### src/rtl/ternary_neuron_accum_if.sv
// Handshake bundle for the ternary neuron accumulator: the beat input channel
// (popcount pair plus in_last) and the held trit result channel.
interface ternary_neuron_accum_if #(
    parameter int ACC_W = 9
);
    logic             in_valid;
    logic             in_ready;
    logic             in_last;
    logic [4:0]       pos_count;
    logic [4:0]       neg_count;
    logic             out_valid;
    logic             out_ready;
    logic [1:0]       out_trit;
    logic [ACC_W-1:0] out_sum;
    logic             out_overrun;

    // Producer of beats and consumer of results.
    modport master (
        output in_valid, in_last, pos_count, neg_count, out_ready,
        input  in_ready, out_valid, out_trit, out_sum, out_overrun
    );

    // The accumulator itself.
    modport slave (
        input  in_valid, in_last, pos_count, neg_count, out_ready,
        output in_ready, out_valid, out_trit, out_sum, out_overrun
    );
endinterface

### src/rtl/ternary_neuron_accum.sv
// Accumulates (pos_count - neg_count) over a multi-beat neuron and thresholds the sum to a trit.
// Optional TNA_COUNT_CLAMP_EN: clamp each popcount to 27 before subtracting.
//
// state | meaning
// ACCUM | accepting beats, acc holds the saturating partial sum
// HOLD  | result registered and presented until out_ready
module ternary_neuron_accum #(
    parameter int MAX_BEATS = 4,
    parameter int ACC_W     = 9,
    parameter int THR_HI    = 8,
    parameter int THR_LO    = -8
) (
    input  logic                  clk,
    input  logic                  rst_n,
    ternary_neuron_accum_if.slave bus
);
    typedef enum logic {ACCUM, HOLD} state_t;

    localparam logic [3:0]               LAST_BEAT = 4'(MAX_BEATS - 1);
    localparam logic signed [ACC_W:0]    SAT_MAX   = {2'b00, {(ACC_W-1){1'b1}}};
    localparam logic signed [ACC_W:0]    SAT_MIN   = {2'b11, {(ACC_W-1){1'b0}}};
    localparam logic signed [ACC_W-1:0]  THR_HI_V  = ACC_W'(THR_HI);
    localparam logic signed [ACC_W-1:0]  THR_LO_V  = ACC_W'(THR_LO);

    state_t                  state;
    logic signed [ACC_W-1:0] acc;
    logic [3:0]              beat_cnt;
    logic                    in_ready_q;
    logic                    out_valid_q;
    logic [1:0]              out_trit_q;
    logic [ACC_W-1:0]        out_sum_q;
    logic                    out_overrun_q;

    logic [4:0]              pos_eff;
    logic [4:0]              neg_eff;
    logic signed [5:0]       delta;
    logic signed [ACC_W:0]   sum_wide;
    logic signed [ACC_W-1:0] acc_next;
    logic [1:0]              trit_next;
    logic                    accept;
    logic                    at_last_beat;
    logic                    close;

`ifdef TNA_COUNT_CLAMP_EN
    // The approximate popcount may report up to 31 for only 27 real inputs.
    assign pos_eff = (bus.pos_count > 5'd27) ? 5'd27 : bus.pos_count;
    assign neg_eff = (bus.neg_count > 5'd27) ? 5'd27 : bus.neg_count;
`else
    assign pos_eff = bus.pos_count;
    assign neg_eff = bus.neg_count;
`endif

    assign delta    = $signed({1'b0, pos_eff}) - $signed({1'b0, neg_eff});
    assign sum_wide = {acc[ACC_W-1], acc} + {{(ACC_W-5){delta[5]}}, delta};

    always_comb begin
        acc_next = sum_wide[ACC_W-1:0];
        if (sum_wide > SAT_MAX) begin
            acc_next = SAT_MAX[ACC_W-1:0];
        end else if (sum_wide < SAT_MIN) begin
            acc_next = SAT_MIN[ACC_W-1:0];
        end
    end

    always_comb begin
        trit_next = 2'b00;
        if (acc_next >= THR_HI_V) begin
            trit_next = 2'b01;
        end else if (acc_next <= THR_LO_V) begin
            trit_next = 2'b11;
        end
    end

    assign accept       = bus.in_valid & in_ready_q;
    assign at_last_beat = (beat_cnt == LAST_BEAT);
    assign close        = bus.in_last | at_last_beat;

    always_ff @(posedge clk) begin
        if (!rst_n) begin
            state         <= ACCUM;
            acc           <= '0;
            beat_cnt      <= '0;
            in_ready_q    <= 1'b1;
            out_valid_q   <= 1'b0;
            out_trit_q    <= 2'b00;
            out_sum_q     <= '0;
            out_overrun_q <= 1'b0;
        end else begin
            case (state)
                ACCUM: begin
                    if (accept) begin
                        if (close) begin
                            out_sum_q     <= acc_next;
                            out_trit_q    <= trit_next;
                            out_overrun_q <= ~bus.in_last & at_last_beat;
                            acc           <= '0;
                            beat_cnt      <= '0;
                            in_ready_q    <= 1'b0;
                            out_valid_q   <= 1'b1;
                            state         <= HOLD;
                        end else begin
                            acc      <= acc_next;
                            beat_cnt <= beat_cnt + 4'd1;
                        end
                    end
                end
                HOLD: begin
                    if (bus.out_ready) begin
                        out_valid_q <= 1'b0;
                        in_ready_q  <= 1'b1;
                        state       <= ACCUM;
                    end
                end
                default: begin
                    state       <= ACCUM;
                    in_ready_q  <= 1'b1;
                    out_valid_q <= 1'b0;
                end
            endcase
        end
    end

    assign bus.in_ready    = in_ready_q;
    assign bus.out_valid   = out_valid_q;
    assign bus.out_trit    = out_trit_q;
    assign bus.out_sum     = out_sum_q;
    assign bus.out_overrun = out_overrun_q;
endmodule

### src/flat_wrapper.sv
// flat-port wrapper written by rule: the top's interface ports become plain ports
module ternary_neuron_accum_flat 
#(
    parameter int MAX_BEATS = 4,
    parameter int ACC_W     = 9,
    parameter int THR_HI    = 8,
    parameter int THR_LO    = -8
)
  (clk, rst_n, bus_in_valid, bus_in_last, bus_pos_count, bus_neg_count, bus_out_ready, bus_in_ready, bus_out_valid, bus_out_trit, bus_out_sum, bus_out_overrun);
  ternary_neuron_accum_if #(.ACC_W(ACC_W)) bus_i ();
  input  logic clk;
  input  logic rst_n;
  input wire logic [$bits(bus_i.in_valid)-1:0] bus_in_valid;
  input wire logic [$bits(bus_i.in_last)-1:0] bus_in_last;
  input wire logic [$bits(bus_i.pos_count)-1:0] bus_pos_count;
  input wire logic [$bits(bus_i.neg_count)-1:0] bus_neg_count;
  input wire logic [$bits(bus_i.out_ready)-1:0] bus_out_ready;
  output wire logic [$bits(bus_i.in_ready)-1:0] bus_in_ready;
  output wire logic [$bits(bus_i.out_valid)-1:0] bus_out_valid;
  output wire logic [$bits(bus_i.out_trit)-1:0] bus_out_trit;
  output wire logic [$bits(bus_i.out_sum)-1:0] bus_out_sum;
  output wire logic [$bits(bus_i.out_overrun)-1:0] bus_out_overrun;
  assign bus_i.in_valid = bus_in_valid;
  assign bus_i.in_last = bus_in_last;
  assign bus_i.pos_count = bus_pos_count;
  assign bus_i.neg_count = bus_neg_count;
  assign bus_i.out_ready = bus_out_ready;
  assign bus_in_ready = bus_i.in_ready;
  assign bus_out_valid = bus_i.out_valid;
  assign bus_out_trit = bus_i.out_trit;
  assign bus_out_sum = bus_i.out_sum;
  assign bus_out_overrun = bus_i.out_overrun;
  ternary_neuron_accum #(.MAX_BEATS(MAX_BEATS), .ACC_W(ACC_W), .THR_HI(THR_HI), .THR_LO(THR_LO)) u_core (.clk(clk), .rst_n(rst_n), .bus(bus_i));
endmodule
### config.mk
export PLATFORM = sky130hd
export DESIGN_NAME = ternary_neuron_accum_flat
export DESIGN_NICKNAME = d
export VERILOG_FILES = /design/src/rtl/ternary_neuron_accum_if.sv /design/src/rtl/ternary_neuron_accum.sv /design/src/flat_wrapper.sv
export SDC_FILE = /design/constraint.sdc
export NUM_CORES = 1
export LEC_CHECK = 0
export ABC_AREA = 1
export CORE_ASPECT_RATIO = 1.75
export CORE_UTILIZATION = 30
export CTS_BUF_LIST = sky130_fd_sc_hd__clkbuf_2 sky130_fd_sc_hd__clkbuf_4 sky130_fd_sc_hd__clkbuf_8
export CTS_CLUSTER_DIAMETER = 200
export DETAILED_ROUTE_END_ITERATION = 10
export PLACE_DENSITY_LB_ADDON = 0.25
export SYNTH_ARGS = -nofsm -noshare
export SYNTH_HDL_FRONTEND = slang
export SYNTH_SLANG_ARGS = --single-unit
### constraint.sdc
create_clock -name clk -period 3.08 [get_ports clk]
set_input_delay 0.616 -clock clk [delete_from_list [all_inputs] [get_ports clk]]
set_output_delay 0.616 -clock clk [all_outputs]
set_load 0.03 [all_outputs]
==> out/qor.txt <==
# port buffers - 28
critical path fanouts, max - 5
Min Hold Slack - 457 ps
Hold Buf Count CTS - 0
instance count of the mapped netlist - 264
Max-cap violations - 0
Buf/Inv on CP - 5
grt ovf - 0
post-synth net total - 296
vias per std cell - 4.55
Global Route Usage Sum - 16.0%
Crit path top cell by count - nand3_2
die width - 61.3 um
DRC - 0
Clk pwr share - 13.5%
P_sw - 690 uW
cell family with most CP delay - simple AND/OR/NAND/NOR gates
Fillers - 598
initial antenna violation count - 0
total number of vias - 1935
Setup WS pre-CTS - -785 ps
die area - 6490 um2
Setup violations, final - 5
post-synthesis xor/xnor area fraction - 4.27%
Sequential Power Share - 23.8%
Synth Register Bits - 28
Clock Tree Buf Depth - 2
Max stage delay cell, worst path - ha_1
Synth cell types - 28
WL final - 4.87 mm
syn avg cell area - 7.00 um2
CTS Buf Count - 3
PD cells - 575 nW/um2
clock period minus final worst setup slack - 3240 ps
Die Y - 106 um
Starting DRT DRC Count - 46
GPL Wtd Cong - 0.810
antenna-violating nets left - 0
CTS Root Cell - clkbuf_8
largest cells by area after synthesis - dfxtp_1, nand2_1, ha_1
Worst Hold End - u_core.bus.out_valid$_SDFFE_PN0P_
share of cell area taken by muxes after synthesis - 0%
H-Tree Depth - 1
combinational share of power - 62.6%
Clock Pin Slew Worst Setup and Hold Paths - 100 ps
Setup WS post-layout - -159 ps
row count - 37
crit path kind - input pin to register
Seq/Total Area, Yosys - 30.3%
worst clock skew - 5.36 ps
vias in the first global route - 1860
largest net degree at the start of global routing - 20
Synth Area in Compound Gates - 12.9%
worst r2r src - u_core.acc[0]$_SDFFE_PN0P_
R2R setup slack - 640 ps
CP Capture Type - register
YS warnings - 0
Worst R2R Path Depth - 19
Slew @ Worst Pin - 527 ps
switch share - 39.6%
P_int - 1050 uW
# nets final - 380
Max Freq - 309 MHz
failing checks - setup timing
post-synthesis simple-gate area fraction - 31.5%
CTS tree - built
worst relative slew slack - 64.8%
Required @ worst endpoint - 3280 ps
hold crit path type - register to register
Final HPWL DP - 3.50 mm
post-synth design cell area - 1850 um2
most frequent cells in the layout - nand2_1, buf_4, dfxtp_1, inv_1, clkdlybuf4s50_1
CP Cell Sequence - dlygate4sd2_1, inv_2, ha_4, buf_6, a21oi_2, o21ai_2, xor2_1, ha_1, nand2_2, buf_6, nor2_4, nand3_2, nand4_1, nand3_4, nand2_4, nand3_2, o21ai_2, nand3_2, nand2_2, inv_2
RSZ-0062 raised after global routing - yes
Worst Hold Depth - 2
Static Leakage - 0.00141 uW
# clock sinks - 28
area share of the largest cell type after synthesis - 30.3%
share of cells above drive strength 1 - 39.2%
crit path DAT - 3440 ps
clock latency on the worst-skew pair - 290 ps
status - complete, but fails checks
Synth area leader - dfxtp_1
largest family of logic cells by synthesized area - simple AND/OR/NAND/NOR gates
Slowest Stage Delay on Critical Path - 370 ps
wire per inst - 11.5 um
drt pass-1 iters - 4
Synth Area in Adders - 12.3%
final period utilization - 105%
commonest non-fill, non-tap cell in the layout - nand2_1
Antenna diodes - 0
worst reg2reg endpoint - u_core.bus.out_trit[0]$_SDFFE_PN0P_
Slew Viols, Final - 0
hold path start - u_core.bus.out_valid$_SDFFE_PN0P_
Fin. Hold Viols - 0
Critical Path Start Type - input pin
Area Overhead vs Synth - 63.8%
# IOs - 29
first-pass GRT wire length - 7.73 mm
Starting Density - 31.2%
core box area - 5930 um2
worst vdd ir - 201 uV
power groups by stage:
stage / registers, uW / clock network, uW / logic (uW)
final: 415 / 235 / 1090
after global routing: 420 / 258 / 1180
after CTS: 414 / 244 / 917
after detailed placement: 420 / 0 / 777
after global placement: 420 / 0 / 772
after floorplan: 449 / 0 / 406
flip-flops by register name (all words and copies together) (netlist names):
register / cells
u_core.state: 1
u_core.bus.out_sum: 9
u_core.bus.in_ready: 1
u_core.beat_cnt: 4
u_core.acc: 9
u_core.bus.out_valid: 1
u_core.bus.out_trit: 2
u_core.bus.out_overrun: 1
tightest hold or removal path, cell delays in order (launching register included):
cell and delay, ps:
dfxtp_1 320, nand2_1 60, nand2_1 40
Yosys cell counts, drive strengths merged:
library cell and n:
clkinv 1, nand2 86, nor2 17, fa 2, inv 34, dfxtp 28
clkbuf 4, nor3 3, nand3 16, o21a 2, buf 1, a31oi 7
xnor2 2, ha 15, o21ai 13, a21oi 22, nand4 4, xor2 7
routing by layer:
metal,wire length (um),track usage [%],vias up
met5,0,0,-
met3,76,1.23,9
met4,170,9.05,0
li1,-,-,1020
met2,2830,31.2,33
met1,1800,14.8,873
cells by family (layout without fill, tap and decap cells):
family | count (synthesis) | in the layout
AND/OR/NAND/NOR | 126 | 127
AO/OA/AOI/OAI | 44 | 44
buffers and inverters | 40 | 122
flip-flops | 28 | 28
adder cells (fa/ha/maj) | 17 | 17
XOR/XNOR | 9 | 9
per-stage QoR:
stage          power, uW  TNS, ps  cells  utilization, %  cell area [um2]
2_1_floorplan        855    -71.0    264               -             1880
3_3_place_gp        1190   -10110    408            43.1             2550
3_5_place_dp        1200   -10350    408            43.1             2550
4_1_cts             1570     -376    421            47.7             2820
5_1_grt             1860    -1610    425            51.1             3030
6_report            1740     -460    425            51.1             3030
repair_timing:
item / CTS / global route
resized for setup: 46 / 50
setup endpoints to repair: 18 / 18
cloned: 1 / 0
buffers inserted: 8 / 7
pin swaps: 18 / 31
worst max path at each step:
stage / start / to / slack (ps) / cells after the start
after detailed placement: bus_pos_count[0] / u_core.bus.out_trit[0]$_SDFFE_PN0P_ / -780 / 27
after global placement: bus_pos_count[0] / u_core.bus.out_trit[0]$_SDFFE_PN0P_ / -780 / 27
after floorplan: bus_pos_count[0] / u_core.bus.out_trit[0]$_SDFFE_PN0P_ / -70 / 27
final: bus_neg_count[2] / u_core.bus.out_trit[0]$_SDFFE_PN0P_ / -160 / 20
after CTS: bus_pos_count[0] / u_core.bus.out_trit[0]$_SDFFE_PN0P_ / -140 / 25
after global routing: bus_pos_count[0] / u_core.bus.out_trit[0]$_SDFFE_PN0P_ / -310 / 21
area by class of cell:
class	count	area [um2]	share of cell area, %
clock buffer	4	55.1	1.82
inverter	35	146	4.84
multi-input combinational	197	1440	47.5
sequential	28	561	18.5
tap	78	97.6	3.22
timing repair buffer	83	731	24.1
Note: power is estimated with default switching activity, not from simulation.
